===== config.mk =====
export PLATFORM = sky130hd
export DESIGN_NAME = btn_debounce_multi
export DESIGN_NICKNAME = d
export VERILOG_FILES = /design/src/rtl/btn_debounce_pkg.sv /design/src/rtl/btn_debounce_chan.sv /design/src/rtl/btn_debounce_multi.sv
export SDC_FILE = /design/constraint.sdc
export NUM_CORES = 1
export LEC_CHECK = 0
export CORE_ASPECT_RATIO = 1.5
export CORE_MARGIN = 4
export CORE_UTILIZATION = 45
export DETAILED_ROUTE_END_ITERATION = 12
export DONT_BUFFER_PORTS = 1
export SYNTH_ARGS = -nofsm -noshare
export SYNTH_HDL_FRONTEND = slang
export SYNTH_HIERARCHICAL = 1
export SYNTH_SLANG_ARGS = --single-unit
export TNS_END_PERCENT = 50

===== constraint.sdc =====
create_clock -name clock -period 2.95 [get_ports clock]
set_input_delay 0.885 -clock clock [delete_from_list [all_inputs] [get_ports clock]]
set_output_delay 0.885 -clock clock [all_outputs]
set_load 0.1 [all_outputs]

===== src/rtl/btn_debounce_pkg.sv =====
// Shared types, limits and helpers for the multi-channel button debouncer.
// Optional auto-repeat is enabled by defining BTN_DEBOUNCE_AUTOREPEAT_EN.
package btn_debounce_pkg;

   typedef enum logic [1:0] {
      IDLE_LOW  = 2'd0,
      WAIT_HIGH = 2'd1,
      IDLE_HIGH = 2'd2,
      WAIT_LOW  = 2'd3
   } deb_state_t;

   localparam int MIN_DEBOUNCE_CYCLES     = 2;
   localparam int MIN_SYNC_STAGES         = 2;
   localparam int MIN_REPEAT_DELAY_CYCLES = 1;
   localparam int MIN_REPEAT_RATE_CYCLES  = 1;

   function automatic int us_to_cycles(input int clk_rate, input int us);
      return (clk_rate / 1000000) * us;
   endfunction

   function automatic int max_int(input int a, input int b);
      return (a > b) ? a : b;
   endfunction

endpackage


===== src/rtl/btn_debounce_chan.sv =====
// One debounce channel: synchroniser, qualification FSM, registered level/pulses.
// Auto-repeat counter is present only when BTN_DEBOUNCE_AUTOREPEAT_EN is defined.
module btn_debounce_chan
   import btn_debounce_pkg::*;
#(
   parameter int DEBOUNCE_CYCLES     = 8,
   parameter int SYNC_STAGES         = 2,
   parameter int REPEAT_DELAY_CYCLES = 40,
   parameter int REPEAT_RATE_CYCLES  = 16
) (
   input  logic clock,
   input  logic rst,
   input  logic btn,
   output logic btn_level,
   output logic press_pulse,
   output logic release_pulse,
   output logic repeat_pulse
);

   localparam int CNT_W = (DEBOUNCE_CYCLES > 1) ? $clog2(DEBOUNCE_CYCLES) : 1;
   localparam logic [CNT_W-1:0] CNT_MAX = CNT_W'(DEBOUNCE_CYCLES - 1);

   if (DEBOUNCE_CYCLES < MIN_DEBOUNCE_CYCLES) begin : g_bad_debounce
      $error("btn_debounce_chan: debounce time must be at least %0d cycles", MIN_DEBOUNCE_CYCLES);
   end
   if (SYNC_STAGES < MIN_SYNC_STAGES) begin : g_bad_sync
      $error("btn_debounce_chan: synchroniser needs at least %0d stages", MIN_SYNC_STAGES);
   end
   if (REPEAT_DELAY_CYCLES < MIN_REPEAT_DELAY_CYCLES) begin : g_bad_rep_delay
      $error("btn_debounce_chan: repeat delay must be at least %0d cycle", MIN_REPEAT_DELAY_CYCLES);
   end
   if (REPEAT_RATE_CYCLES < MIN_REPEAT_RATE_CYCLES) begin : g_bad_rep_rate
      $error("btn_debounce_chan: repeat rate must be at least %0d cycle", MIN_REPEAT_RATE_CYCLES);
   end

   logic [SYNC_STAGES-1:0] sync_q;
   logic                   s;
   deb_state_t             state_q, state_d;
   logic [CNT_W-1:0]       cnt_q, cnt_d;
   logic                   level_d;

   assign s = sync_q[SYNC_STAGES-1];

   always_ff @(posedge clock) begin
      if (rst) begin
         sync_q  <= '0;
         state_q <= IDLE_LOW;
         cnt_q   <= '0;
      end else begin
         sync_q  <= {sync_q[SYNC_STAGES-2:0], btn};
         state_q <= state_d;
         cnt_q   <= cnt_d;
      end
   end

   // Any disagreement of s during a WAIT state abandons qualification;
   // re-entering WAIT always restarts the count from zero.
   always_comb begin
      state_d = state_q;
      cnt_d   = cnt_q;
      case (state_q)
         IDLE_LOW: begin
            if (s) begin
               state_d = WAIT_HIGH;
               cnt_d   = '0;
            end
         end
         WAIT_HIGH: begin
            if (!s) begin
               state_d = IDLE_LOW;
            end else if (cnt_q == CNT_MAX) begin
               state_d = IDLE_HIGH;
            end else begin
               cnt_d = cnt_q + 1'b1;
            end
         end
         IDLE_HIGH: begin
            if (!s) begin
               state_d = WAIT_LOW;
               cnt_d   = '0;
            end
         end
         WAIT_LOW: begin
            if (s) begin
               state_d = IDLE_HIGH;
            end else if (cnt_q == CNT_MAX) begin
               state_d = IDLE_LOW;
            end else begin
               cnt_d = cnt_q + 1'b1;
            end
         end
         default: begin
            state_d = IDLE_LOW;
            cnt_d   = '0;
         end
      endcase
   end

   assign level_d = (state_q == IDLE_HIGH) || (state_q == WAIT_LOW);

   // Pulses come from edges of the registered level, so they align with it.
   always_ff @(posedge clock) begin
      if (rst) begin
         btn_level     <= 1'b0;
         press_pulse   <= 1'b0;
         release_pulse <= 1'b0;
      end else begin
         btn_level     <= level_d;
         press_pulse   <= level_d & ~btn_level;
         release_pulse <= ~level_d & btn_level;
      end
   end

`ifdef BTN_DEBOUNCE_AUTOREPEAT_EN
   localparam int REP_MAX = max_int(REPEAT_DELAY_CYCLES, REPEAT_RATE_CYCLES);
   localparam int REP_W   = $clog2(REP_MAX + 1);

   logic [REP_W-1:0] rep_cnt_q;
   logic             rep_first_done_q;
   logic             rep_fire;

   assign rep_fire = (state_q == IDLE_HIGH) &&
                     (rep_first_done_q ? (rep_cnt_q == REP_W'(REPEAT_RATE_CYCLES))
                                       : (rep_cnt_q == REP_W'(REPEAT_DELAY_CYCLES)));

   // rep_cnt counts cycles spent in IDLE_HIGH; it restarts at one after each fire.
   always_ff @(posedge clock) begin
      if (rst || (state_q != IDLE_HIGH)) begin
         rep_cnt_q        <= '0;
         rep_first_done_q <= 1'b0;
         repeat_pulse     <= 1'b0;
      end else if (rep_fire) begin
         rep_cnt_q        <= REP_W'(1);
         rep_first_done_q <= 1'b1;
         repeat_pulse     <= 1'b1;
      end else begin
         rep_cnt_q        <= rep_cnt_q + 1'b1;
         repeat_pulse     <= 1'b0;
      end
   end
`else
   assign repeat_pulse = 1'b0;
`endif

endmodule


===== src/rtl/btn_debounce_multi.sv =====
// Multi-channel debouncer top: NUM_BTNS independent btn_debounce_chan instances.
// Auto-repeat is compiled in when BTN_DEBOUNCE_AUTOREPEAT_EN is defined.
module btn_debounce_multi
   import btn_debounce_pkg::*;
#(
   parameter int CLK_RATE        = 100000000,
   parameter int NUM_BTNS        = 4,
   parameter int DEBOUNCE_US     = 10000,
   parameter int SYNC_STAGES     = 2,
   parameter int REPEAT_DELAY_US = 500000,
   parameter int REPEAT_RATE_US  = 100000
) (
   input  logic                clock,
   input  logic                rst,
   input  logic [NUM_BTNS-1:0] btn,
   output logic [NUM_BTNS-1:0] btn_level,
   output logic [NUM_BTNS-1:0] press_pulse,
   output logic [NUM_BTNS-1:0] release_pulse,
   output logic [NUM_BTNS-1:0] repeat_pulse
);

   localparam int D_CYCLES  = us_to_cycles(CLK_RATE, DEBOUNCE_US);
   localparam int R0_CYCLES = us_to_cycles(CLK_RATE, REPEAT_DELAY_US);
   localparam int R1_CYCLES = us_to_cycles(CLK_RATE, REPEAT_RATE_US);

   if (NUM_BTNS < 1) begin : g_bad_num
      $error("btn_debounce_multi: NUM_BTNS must be at least 1");
   end

   for (genvar i = 0; i < NUM_BTNS; i++) begin : g_chan
      btn_debounce_chan #(
         .DEBOUNCE_CYCLES     (D_CYCLES),
         .SYNC_STAGES         (SYNC_STAGES),
         .REPEAT_DELAY_CYCLES (R0_CYCLES),
         .REPEAT_RATE_CYCLES  (R1_CYCLES)
      ) u_chan (
         .clock         (clock),
         .rst           (rst),
         .btn           (btn[i]),
         .btn_level     (btn_level[i]),
         .press_pulse   (press_pulse[i]),
         .release_pulse (release_pulse[i]),
         .repeat_pulse  (repeat_pulse[i])
      );
   end

endmodule


# [Yosys cells after proc, flatten, opt, wreduce, memory -nomap -nowiden]
# Index checks and enable logic that the tools add are counted.
[word_totals] input_bits=6 output_inout_bits=16 wordCells=152 register_bits=108
[classes] reduce_logical=16 n_eq_ne=40 mux=52 n_addsub=4 n_bitwise=16
[ops] operator="two-way mux 20 bit" n=20
[ops] operator="one-hot mux 20 bit (4 select lines)" n=4
[ops] operator="adder 20 x 1 -> 20 bit, second input constant" n=4
[ops] operator="== test 20 bit, second input constant" n=4
[ops] operator="two-way mux 2 bit" n=24
[ops] operator="one-hot mux 2 bit (4 select lines)" n=4
[ops] operator="AND reduction 4 bit" n=8
[ops] operator="== test 2 bit, second input constant" n=8
[ops] operator="inequality test 2 x 1 -> 1 bit, second input constant" n=8
[ops] operator="inequality test 2 bit, second input constant" n=8
[ops] operator="inequality test 3 x 1 -> 1 bit, second input constant" n=4
[ops] operator="inequality test 3 bit, second input constant" n=4
[ops] operator="AND 1 bit" n=8
[ops] operator="== test 2 x 1 -> 1 bit, second input constant" n=4
[ops] operator="logical NOT 2 bit" n=4
[ops] operator="inverter 1 bit" n=8
[ops] operator="logical OR 1 bit" n=4

# [Depth between registers and ports, before layout]
# Gate-level depths: netlist of run 1.
[logic_depth] word_depth=4 mapped_depth=7 depth_no_buf=6

# [By module]
# Netlist of run 1, hierarchy kept.
[by_module_without_submodules] mod="btn_debounce_chan" area_per_inst_um2=1313.8 cells_each=148 instances=4 seq_area_each_um2=540.5

# [Worst setup path after synthesis of run 1]
# OpenSTA, ideal clock, no wires.
[synth_path] kind="in2reg" from="input port rst" to="register g_chan[0].u_chan.cnt_q[12]" setup_slack_ns=1.119 n_path_buf=2 required_time_ns=2.822 path_stages=4 setup_time_ns=0.128 arrival_time_ns=1.704 path_cell_list="clkbuf_1 a21o_1 clkbuf_1 nor2_1"
[synth_lines] item="from (decl)" line="btn_debounce_multi.sv:14" text="input logic rst,"
[synth_lines] item="to (signal assigned)" line="btn_debounce_chan.sv:52" text="cnt_q <= cnt_d;"
[synth_lines] item="to (decl)" line="btn_debounce_chan.sv:39" text="logic [CNT_W-1:0] cnt_q, cnt_d;"

# [Worst setup path in the final report of run 1]
[layout_path] from="register g_chan[3].u_chan.cnt_q[12]" to="register g_chan[3].u_chan.cnt_q[1]"
[layout_between] elab_chain_cells=4 word_cells_on_any_way=5 classes_between="1 x eq/ne; 4 x mux"
[layout_lines] item="from (decl)" line="btn_debounce_chan.sv:39"
[layout_lines] item="from (signal assigned)" line="btn_debounce_chan.sv:52"
[layout_lines] item="== test 20 bit (*)" line="btn_debounce_chan.sv:71, btn_debounce_chan.sv:86"
[layout_lines] item="two-way mux 20 bit (*)"
[layout_lines] item="two-way mux 20 bit (on tied branches)"
[layout_lines] item="one-hot mux 20 bit (4 select lines) (*)"
# Mark *: on every way between the ends. The rest lies on a longest branch, timed or not. The select of a mux whose other input is x is not followed.
# A chain may end at the register's enable or synchronous reset.

==> results of run 1 <==
==> logic make-up (layout without fill, tap and decap cells) <==
kind of cell	count (synthesis)	in the layout	synth area share
compound gates	132	132	0.1762
xor+xnor	40	40	0.07238
other cells	4	4	0.002856
simple gates	260	260	0.2790
flops	108	108	0.4114
mux	4	4	0.008571
buf+inv	40	36	0.04000
fa+ha+maj	4	4	0.009524
==> sequential cells by signal, indices dropped and copies added, names as in the netlist, named ones only <==
| signal | flops |
|---|---|
| g_chan.u_chan/sync_q | 8 |
| g_chan.u_chan/btn_level | 4 |
| g_chan.u_chan/state_q | 4 |
| g_chan.u_chan/cnt_q | 80 |
| g_chan.u_chan/release_pulse | 4 |
| g_chan.u_chan/press_pulse | 4 |
==> metrics by stage <==
step	hold WS (ns)	instances	area (um^2)
after global routing	0.4573	738	5660
after global placement	0.4244	722	5353
after floorplan	0.4138	592	5255
after CTS	0.4386	738	5660
final	0.4383	738	5660
after detailed placement	0.4220	722	5353
==> how the worst min path moves through the flow <==
stage	to	from	slack (ns)	cells after the start
floorplan	g_chan[0].u_chan/sync_q[1]$_SDFF_PP0_	g_chan[0].u_chan/sync_q[0]$_SDFF_PP0_	0.41	1
global placement	g_chan[3].u_chan/sync_q[1]$_SDFF_PP0_	g_chan[3].u_chan/sync_q[0]$_SDFF_PP0_	0.42	1
detailed placement	g_chan[3].u_chan/sync_q[1]$_SDFF_PP0_	g_chan[3].u_chan/sync_q[0]$_SDFF_PP0_	0.42	1
CTS	g_chan[3].u_chan/sync_q[1]$_SDFF_PP0_	g_chan[3].u_chan/sync_q[0]$_SDFF_PP0_	0.44	1
global route	g_chan[2].u_chan/sync_q[1]$_SDFF_PP0_	g_chan[2].u_chan/sync_q[0]$_SDFF_PP0_	0.46	1
finish	g_chan[3].u_chan/sync_q[1]$_SDFF_PP0_	g_chan[3].u_chan/sync_q[0]$_SDFF_PP0_	0.44	1
==> placed cells by master (no fill, tap or decap), types with 8 or more instances in the layout <==
cell and n:
dfxtp_1 108, nor2_1 56, a21oi_1 44, nand2_1 40, nand3_1 28, xnor2_1 24
nor2b_1 20, and3_1 20, o21ai_0 20, and4_1 16, o31ai_1 16, or4_1 16
nand4_1 12, a211oi_1 12, or3_1 12, xor2_1 12, buf_4 12, clkbuf_16 9
nor4b_1 8, inv_1 8, and2_1 8, o2111ai_1 8, a2111oi_2 8
==> per-layer routing <==
layer / global-route usage / routed length [um] / up-vias
li1: - / - / 2150
met4: 0.08171 / 182 / 0
met5: 0 / 0 / -
met1: 0.1992 / 4689 / 2025
met2: 0.2927 / 5752 / 76
met3: 0.02848 / 359 / 13
==> worst max-delay path, cell delays in order, from the launching register on <==
cell     delay (ns)
dfxtp_1        0.34
nor4b_1        0.54
nand4_1        0.36
o21ai_2        0.47
and2b_1        0.23
a22o_1         0.15
==> where the power goes <==
part / switching, W / leakage [nW] / internal [W]
combinational: 0.0000622 / 0.839 / 0.0000145
clock: 0.000568 / 0.145 / 0.000672
sequential: 0.00000756 / 0.872 / 0.00146
==> cell type report <==
class	count	share of cell area
Clock buffer	9	0.03979
Clock inverter	7	0.01459
Inverter	8	0.005305
Multi-Input combinational cell	444	0.5093
Sequential cell	108	0.3820
Tap cell	150	0.03316
Timing Repair Buffer	12	0.01592
==> results.toml, run 1 <==
[status]
status = "finished clean"

[timing]
tns_ns = 0
rsz0062_at_grt = "no"
finalHoldViolCount = 0
layout_min_cycle_time_ns = 2.149
worst_pin_slew_ns = 0.6099
layout_setup_ws_ns = 0.8008
post-route-period-util = 0.7286
skew_ns = 0.008290
setup_viol = 0
max_freq_mhz = 465.3
relSlewSlack = 0.5903
drv_slew = 0

[drt]
drc = 0
drtPass1Iterations = 4
drt-total-wl_mm = 10.98
drtIter0Drc = 152
num_vias = 4264
wl_per_cell_um = 14.88
viasPerCell = 5.778
ant_nets = 0

[global_route]
grt_overflow = 0
grt_antenna_before_repair = 0
grt_pass1_wl_mm = 18.46
grt_usage = 0.1700
grt_pass1_vias = 4084
grt_max_degree = 41

[setup_path]
r2r-end = "g_chan[3].u_chan/cnt_q[1]$_SDFFE_PP0P_"
crit_path_start_kind = "register"
worstPathRequired_ns = 3.24
cp-end-kind = "register"
r2r_start = "g_chan[3].u_chan/cnt_q[12]$_SDFFE_PP0P_"
worstSetupPathType = "reg2reg"
cp_max_fo = 12
r2r_slack_ns = 0.80
crit_end = "g_chan[3].u_chan/cnt_q[1]$_SDFFE_PP0P_"
cp-startpoint = "g_chan[3].u_chan/cnt_q[12]$_SDFFE_PP0P_"
worstRegToRegCells = 5
worstPathArrival_ns = 2.44

[logic_synthesis]
ys_types = 41
yosys-top-cells-count = "dfxtp_1 (108), nor2_1 (56), a21oi_1 (44), nand2_1 (40), nand3_1 (28)"
synth.most_common_cell = "dfxtp_1"
synth-seq-cells = 108
yosysTopAreaCell = "dfxtp_1"
yosysSeqAreaShare = 0.4114
ys.flop_type = "dfxtp_1"
ys_warn_count = 6
synth_edf_count = 0
avgSynthCellArea_um2 = 8.877
async_reset_ff_frac = 0
synth.top_cell.area_share = 0.4114
yosys-top-cells-area = "dfxtp_1 (41%), a21oi_1 (4.2%), nor2_1 (4.0%)"
synth_area_um2 = 5255
syn_nets = 602
syn_inst = 592

[final_layout]
fillers = 1069
area_growth_pct = 7.714
antennaDiodeCount = 0
drive_above_1_share = 0.09524
register_area_um2 = 2162
fin_util = 0.4935
multi_input_area_um2 = 2883
nets = 593

[clock_network]
cts.reportedPaths.clkPinSlew_ns = 0.07
clock_path_buffers = 2
clk_latency_ns = 0.35
cts.repair.resized = 0
cts_sinks = 108
h-tree-depth = 3
cts_buffers = 9
cts_tree = "done"
post_cts_buffers = 0
hold_buffers = 0
clock_tree.root_cell = "clkbuf_16"

[die]
die_h_um = 140.4
io_pins = 22
dieArea_um2 = 13510
fp-row-count = 48
start_util = 0.4581
core_um2 = 11470
die_w_um = 96.24

[power]
ir_drop_uv = 292.0
power.density_nw_per_um2 = 492.5
total_leakage_power_nw = 1.856
finalPower_w = 0.002787

[job]
drv_cap = 0

[hold_path]
hp-class = "reg2reg"

[placed_design]
portBuffers = 0
dp_hpwl_mm = 7.835
gp_congestion = 0.8789
pre_cts_slack_ns = 0.7847
No activity file was read; power rests on OpenSTA's default activity.
==> run 2, diff against run 1 <==
- clock period: 2.95 -> 2.14 ns (I/O delays scaled with it)
==> results.toml, run 2 (synthesized netlist as in run 1, its figures left out) <==
[placed_design]
dp_hpwl_mm = 8.413
portBuffers = 0
gp_congestion = 0.8799
pre_cts_slack_ns = 0.09703
dp_cells = 748

[status]
status = "finished clean"

[setup_path]
worstPathArrival_ns = 2.26
cp_max_fo = 6
crit_path_start_kind = "register"
r2r_slack_ns = 0.11
worstSetupPathType = "reg2reg"
worstPathRequired_ns = 2.38
cp-end-kind = "register"

[drt]
ant_nets = 0
viasPerCell = 5.685
drtIter0Drc = 169
drtPass1Iterations = 4
drt-total-wl_mm = 11.65
drc = 0
num_vias = 4338
wl_per_cell_um = 15.27

[die]
dieArea_um2 = 13510
io_pins = 22
die_w_um = 96.24
fp-row-count = 48
core_um2 = 11470
die_h_um = 140.4
start_util = 0.4581

[global_route]
grt_max_degree = 41
grt_antenna_before_repair = 0
grt_overflow = 0
grt_pass1_wl_mm = 19.85
grt_usage = 0.1836
grt_pass1_vias = 4243

[hold_path]
hp-class = "in2reg"

[power]
ir_drop_uv = 355.6
power.density_nw_per_um2 = 643.8
total_leakage_power_nw = 1.989

[final_layout]
fin_util = 0.5131
nets = 619
largest_reg_flops = 80
final_cell_mix = "dfxtp_1 (108), nor2_1 (56), a21oi_1 (44)"
reg_top3 = "g_chan.u_chan/cnt_q: 80 flops, g_chan.u_chan/sync_q: 8 flops"
area_growth_pct = 12.00
top_register = "g_chan.u_chan/cnt_q"
drive_above_1_share = 0.1403
antennaDiodeCount = 0
fillers = 1066
final_common_cell = "dfxtp_1"
finalNonFillerCells = 763

[timing]
tns_ns = 0
worst_pin_slew_ns = 0.5859
layout_setup_ws_ns = 0.1146
max_freq_mhz = 493.7
rsz0062_at_grt = "no"
layout_min_cycle_time_ns = 2.025
drv_slew = 0
skew_ns = 0.01026
post-route-period-util = 0.9464
setup_viol = 0
relSlewSlack = 0.6039
finalHoldViolCount = 0

[job]
drv_cap = 0

[clock_network]
h-tree-depth = 3
cts_tree = "done"
cts.reportedPaths.clkPinSlew_ns = 0.07
cts_sinks = 108
hold_buffers = 0
cts.repair.resized = 0
clock_path_buffers = 2
post_cts_buffers = 0
clock_tree.root_cell = "clkbuf_16"
clk_latency_ns = 0.34
cts_buffers = 9
## run 2: cell types whose count changed in the layout (fill, tap and decap cells not counted)
cell	previous run	this run
buf_4	12	38
nor4b_1	8	4
nor4b_2	0	4
inv_6	2	0
o21ai_2	4	2
o21ai_4	0	2
clkinv_2	0	1
clkinvlp_4	2	3
inv_8	1	0
nor4bb_1	4	3
nor4bb_2	0	1
## run 2: per-stage QoR
step | hold WS, ns | instance area (um^2) | power [W]
final | 0.3634 | 5886 | 0.003789
after global routing | 0.3436 | 5886 | 0.003947
after CTS | 0.3465 | 5839 | 0.003834
after detailed placement | 0.4227 | 5548 | 0.002194
after global placement | 0.4233 | 5548 | 0.002191
after floorplan | 0.4138 | 5255 | 0.002183
## run 2: final cells by class
class / instances / area, um^2 / area share
timing repair buffer: 38 / 285.3 / 0.04847
multi-input combinational: 444 / 2929 / 0.4977
sequential: 108 / 2162 / 0.3673
tap: 150 / 187.7 / 0.03189
inverter: 8 / 30.03 / 0.005102
clock buffer: 9 / 225.2 / 0.03827
clock inverter: 6 / 66.31 / 0.01127
## run 2: worst paths after layout
check | depth (start not counted) | from | to
setup / recovery | 5 | g_chan[0].u_chan/cnt_q[12]$_SDFFE_PP0P_ | g_chan[0].u_chan/cnt_q[18]$_SDFFE_PP0P_
hold / removal | 1 | rst | g_chan[1].u_chan/sync_q[0]$_SDFF_PP0_
setup reg to reg | 5 | g_chan[0].u_chan/cnt_q[12]$_SDFFE_PP0P_ | g_chan[0].u_chan/cnt_q[18]$_SDFFE_PP0P_
hold reg to reg | 1 | g_chan[3].u_chan/sync_q[0]$_SDFF_PP0_ | g_chan[3].u_chan/sync_q[1]$_SDFF_PP0_
## run 2: worst max-delay path: stages (launching register included)
cell and delay [ns]:
dfxtp_1 0.34, nor4b_1 0.57, and4_1 0.44, a2111oi_2 0.14, and3_1 0.18, a221o_1 0.25
## run 2: metal layers
layer  share of wire  up-vias  GRT usage  wire, um
met3           0.029       17    0.03278       336
met2            0.53       51     0.3309      6181
met1            0.42     2070     0.2085      4876
met4           0.022        0    0.06972       258
li1                -     2200          -         -
met5               0        -          0         0
## run 2: report_power, final
group	internal (W)	total (W)	leakage, nW	switching, W
logic	0.0000303	0.000120	0.984	0.0000895
clock network	0.000901	0.00164	0.134	0.000741
registers	0.00202	0.00203	0.872	0.0000102
==> run 3, diff against run 2 <==
- CORE_ASPECT_RATIO: 1.5 -> 2
- CORE_MARGIN: 4 -> 2
- MAX_ROUTING_LAYER: default -> met4
==> results.toml, run 3 (synthesized netlist as in run 1, its figures left out) <==
[status]
status = "finished clean"

[placed_design]
gp_congestion = 0.9408
dp_hpwl_mm = 8.799
pre_cts_slack_ns = 0.1474
place_area_um2 = 5553
portBuffers = 0

[timing]
tns_ns = 0
finalHoldViolCount = 0
max_freq_mhz = 503.8
worst_pin_slew_ns = 0.5710
setup_viol = 0
post-route-period-util = 0.9276
layout_setup_ws_ns = 0.1550
layout_min_cycle_time_ns = 1.985
relSlewSlack = 0.6186
drv_slew = 0
skew_ns = 0.009316
fin_hold_ws_ns = 0.3649
rsz0062_at_grt = "no"

[hold_path]
worstHoldStart = "rst"
hp-class = "in2reg"
hold_depth = 1
hold_end = "g_chan[2].u_chan/sync_q[0]$_SDFF_PP0_"

[setup_path]
worstSetupPathType = "reg2reg"
worstRegToRegCells = 5
r2r_start = "g_chan[2].u_chan/cnt_q[12]$_SDFFE_PP0P_"
crit_path_start_kind = "register"
cp_max_fo = 6
worstPathRequired_ns = 2.38
r2r-end = "g_chan[2].u_chan/cnt_q[18]$_SDFFE_PP0P_"
cp-end-kind = "register"
worstPathArrival_ns = 2.22
r2r_slack_ns = 0.16

[power]
ir_drop_uv = 406.9
total_leakage_power_nw = 2.013
power.density_nw_per_um2 = 650.4
p_sw_w = 0.0008185
power_frac_seq = 0.529
internal-power_w = 0.003017
finalPower_w = 0.003835
pwr-share-clk = 0.440
swShare = 0.2134
combPwrFrac = 0.031

[die]
die_h_um = 156.8
core_um2 = 11350
die_w_um = 80.41
fp-row-count = 55
start_util = 0.4628
dieArea_um2 = 12610
io_pins = 22

[global_route]
grt_use_met3 = 0.02537
grt_usage = 0.2085
met1_usage = 0.2064
grt_max_degree = 41
busiest_layer = "met2"
grt.met2_usage = 0.3762
grt_pass1_vias = 4523
grt_antenna_before_repair = 0
grt_overflow = 0
grt_pass1_wl_mm = 20.37

[drt]
num_vias = 4409
drtIter0Drc = 194
drt-total-wl_mm = 11.86
drc = 0
ant_nets = 0
drtPass1Iterations = 4
viasPerCell = 5.817
wl_per_cell_um = 15.64

[clock_network]
h-tree-depth = 3
cts_sinks = 108
clk_latency_ns = 0.34
cts.reportedPaths.clkPinSlew_ns = 0.07
hold_buffers = 0
cts_buffers = 9
cts_tree = "done"
clock_tree.root_cell = "clkbuf_16"
clock_path_buffers = 2

[final_layout]
multi_input_area_um2 = 2923
largest_reg_flops = 80
final_cell_mix = "dfxtp_1 (108), nor2_1 (56), a21oi_1 (44)"
fillers = 1077
antennaDiodeCount = 0
reg_top3 = "g_chan.u_chan/cnt_q: 80 flops, g_chan.u_chan/sync_q: 8 flops"
nets = 621
drive_above_1_share = 0.1412
register_area_um2 = 2162
final_common_cell = "dfxtp_1"
top_register = "g_chan.u_chan/cnt_q"
stdcell_area_um2 = 5897
area_growth_pct = 12.21

[job]
drv_cap = 0
## run 3: cell count changes in the layout (fill, tap and decap cells not counted), sizes merged
| cell | change |
|---|---|
| clkbuf | +3 |
| clkinvlp | -2 |
| buf | +2 |
## run 3: how the worst max path moves through the flow
stage | from | to | slack, ns | cells after the start
2_1_floorplan | g_chan[0].u_chan/cnt_q[6]$_SDFFE_PP0P_ | g_chan[0].u_chan/cnt_q[18]$_SDFFE_PP0P_ | 0.42 | 6
3_3_place_gp | g_chan[0].u_chan/cnt_q[12]$_SDFFE_PP0P_ | g_chan[0].u_chan/cnt_q[0]$_SDFFE_PP0P_ | 0.22 | 5
3_5_place_dp | g_chan[0].u_chan/cnt_q[14]$_SDFFE_PP0P_ | g_chan[0].u_chan/cnt_q[0]$_SDFFE_PP0P_ | 0.15 | 5
4_1_cts | g_chan[0].u_chan/cnt_q[14]$_SDFFE_PP0P_ | g_chan[0].u_chan/cnt_q[18]$_SDFFE_PP0P_ | 0.10 | 5
5_1_grt | g_chan[2].u_chan/cnt_q[12]$_SDFFE_PP0P_ | g_chan[2].u_chan/cnt_q[18]$_SDFFE_PP0P_ | 0.005 | 5
6_report | g_chan[2].u_chan/cnt_q[12]$_SDFFE_PP0P_ | g_chan[2].u_chan/cnt_q[18]$_SDFFE_PP0P_ | 0.16 | 5
## run 3: final cells by class
cell class,instances,share of cell area
multi-input combinational,444,0.4956
sequential,108,0.3666
timing repair buffer,40,0.05092
clock buffer,12,0.04350
tap,142,0.03013
clock inverter,4,0.008063
inverter,8,0.005092
## run 3: what timing repair did
item,in CTS,in global routing
setup buffers,0,0
endpoints found under the hold margin,0,0
resized for setup,0,6
setup endpoints to repair,0,10
## run 3: per-layer routing
metal,vias up,share of wire
met5,-,0
met4,0,0.048
met3,39,0.021
met2,78,0.56
met1,2096,0.38
li1,2196,-
## run 3: metrics by stage
stage | std cells | utilization
2_1_floorplan | 592 | -
3_3_place_gp | 742 | 0.4890
3_5_place_dp | 742 | 0.4890
4_1_cts | 758 | 0.5158
5_1_grt | 758 | 0.5193
6_report | 758 | 0.5193
## run 3: worst max-delay path, cell delays in order, from the launching register on
cell	delay (ns)
dfxtp_1	0.34
nor4b_1	0.54
and4_1	0.43
a2111oi_2	0.14
and3_1	0.19
a221o_1	0.25
## run 3: power groups by stage
stage / clock network, W / logic [W] / registers, W
detailed placement: 0 / 0.000118 / 0.00208
floorplan: 0 / 0.000114 / 0.00207
finish: 0.00169 / 0.000120 / 0.00203
global route: 0.00181 / 0.000130 / 0.00203
global placement: 0 / 0.000116 / 0.00208
CTS: 0.00174 / 0.000118 / 0.00203
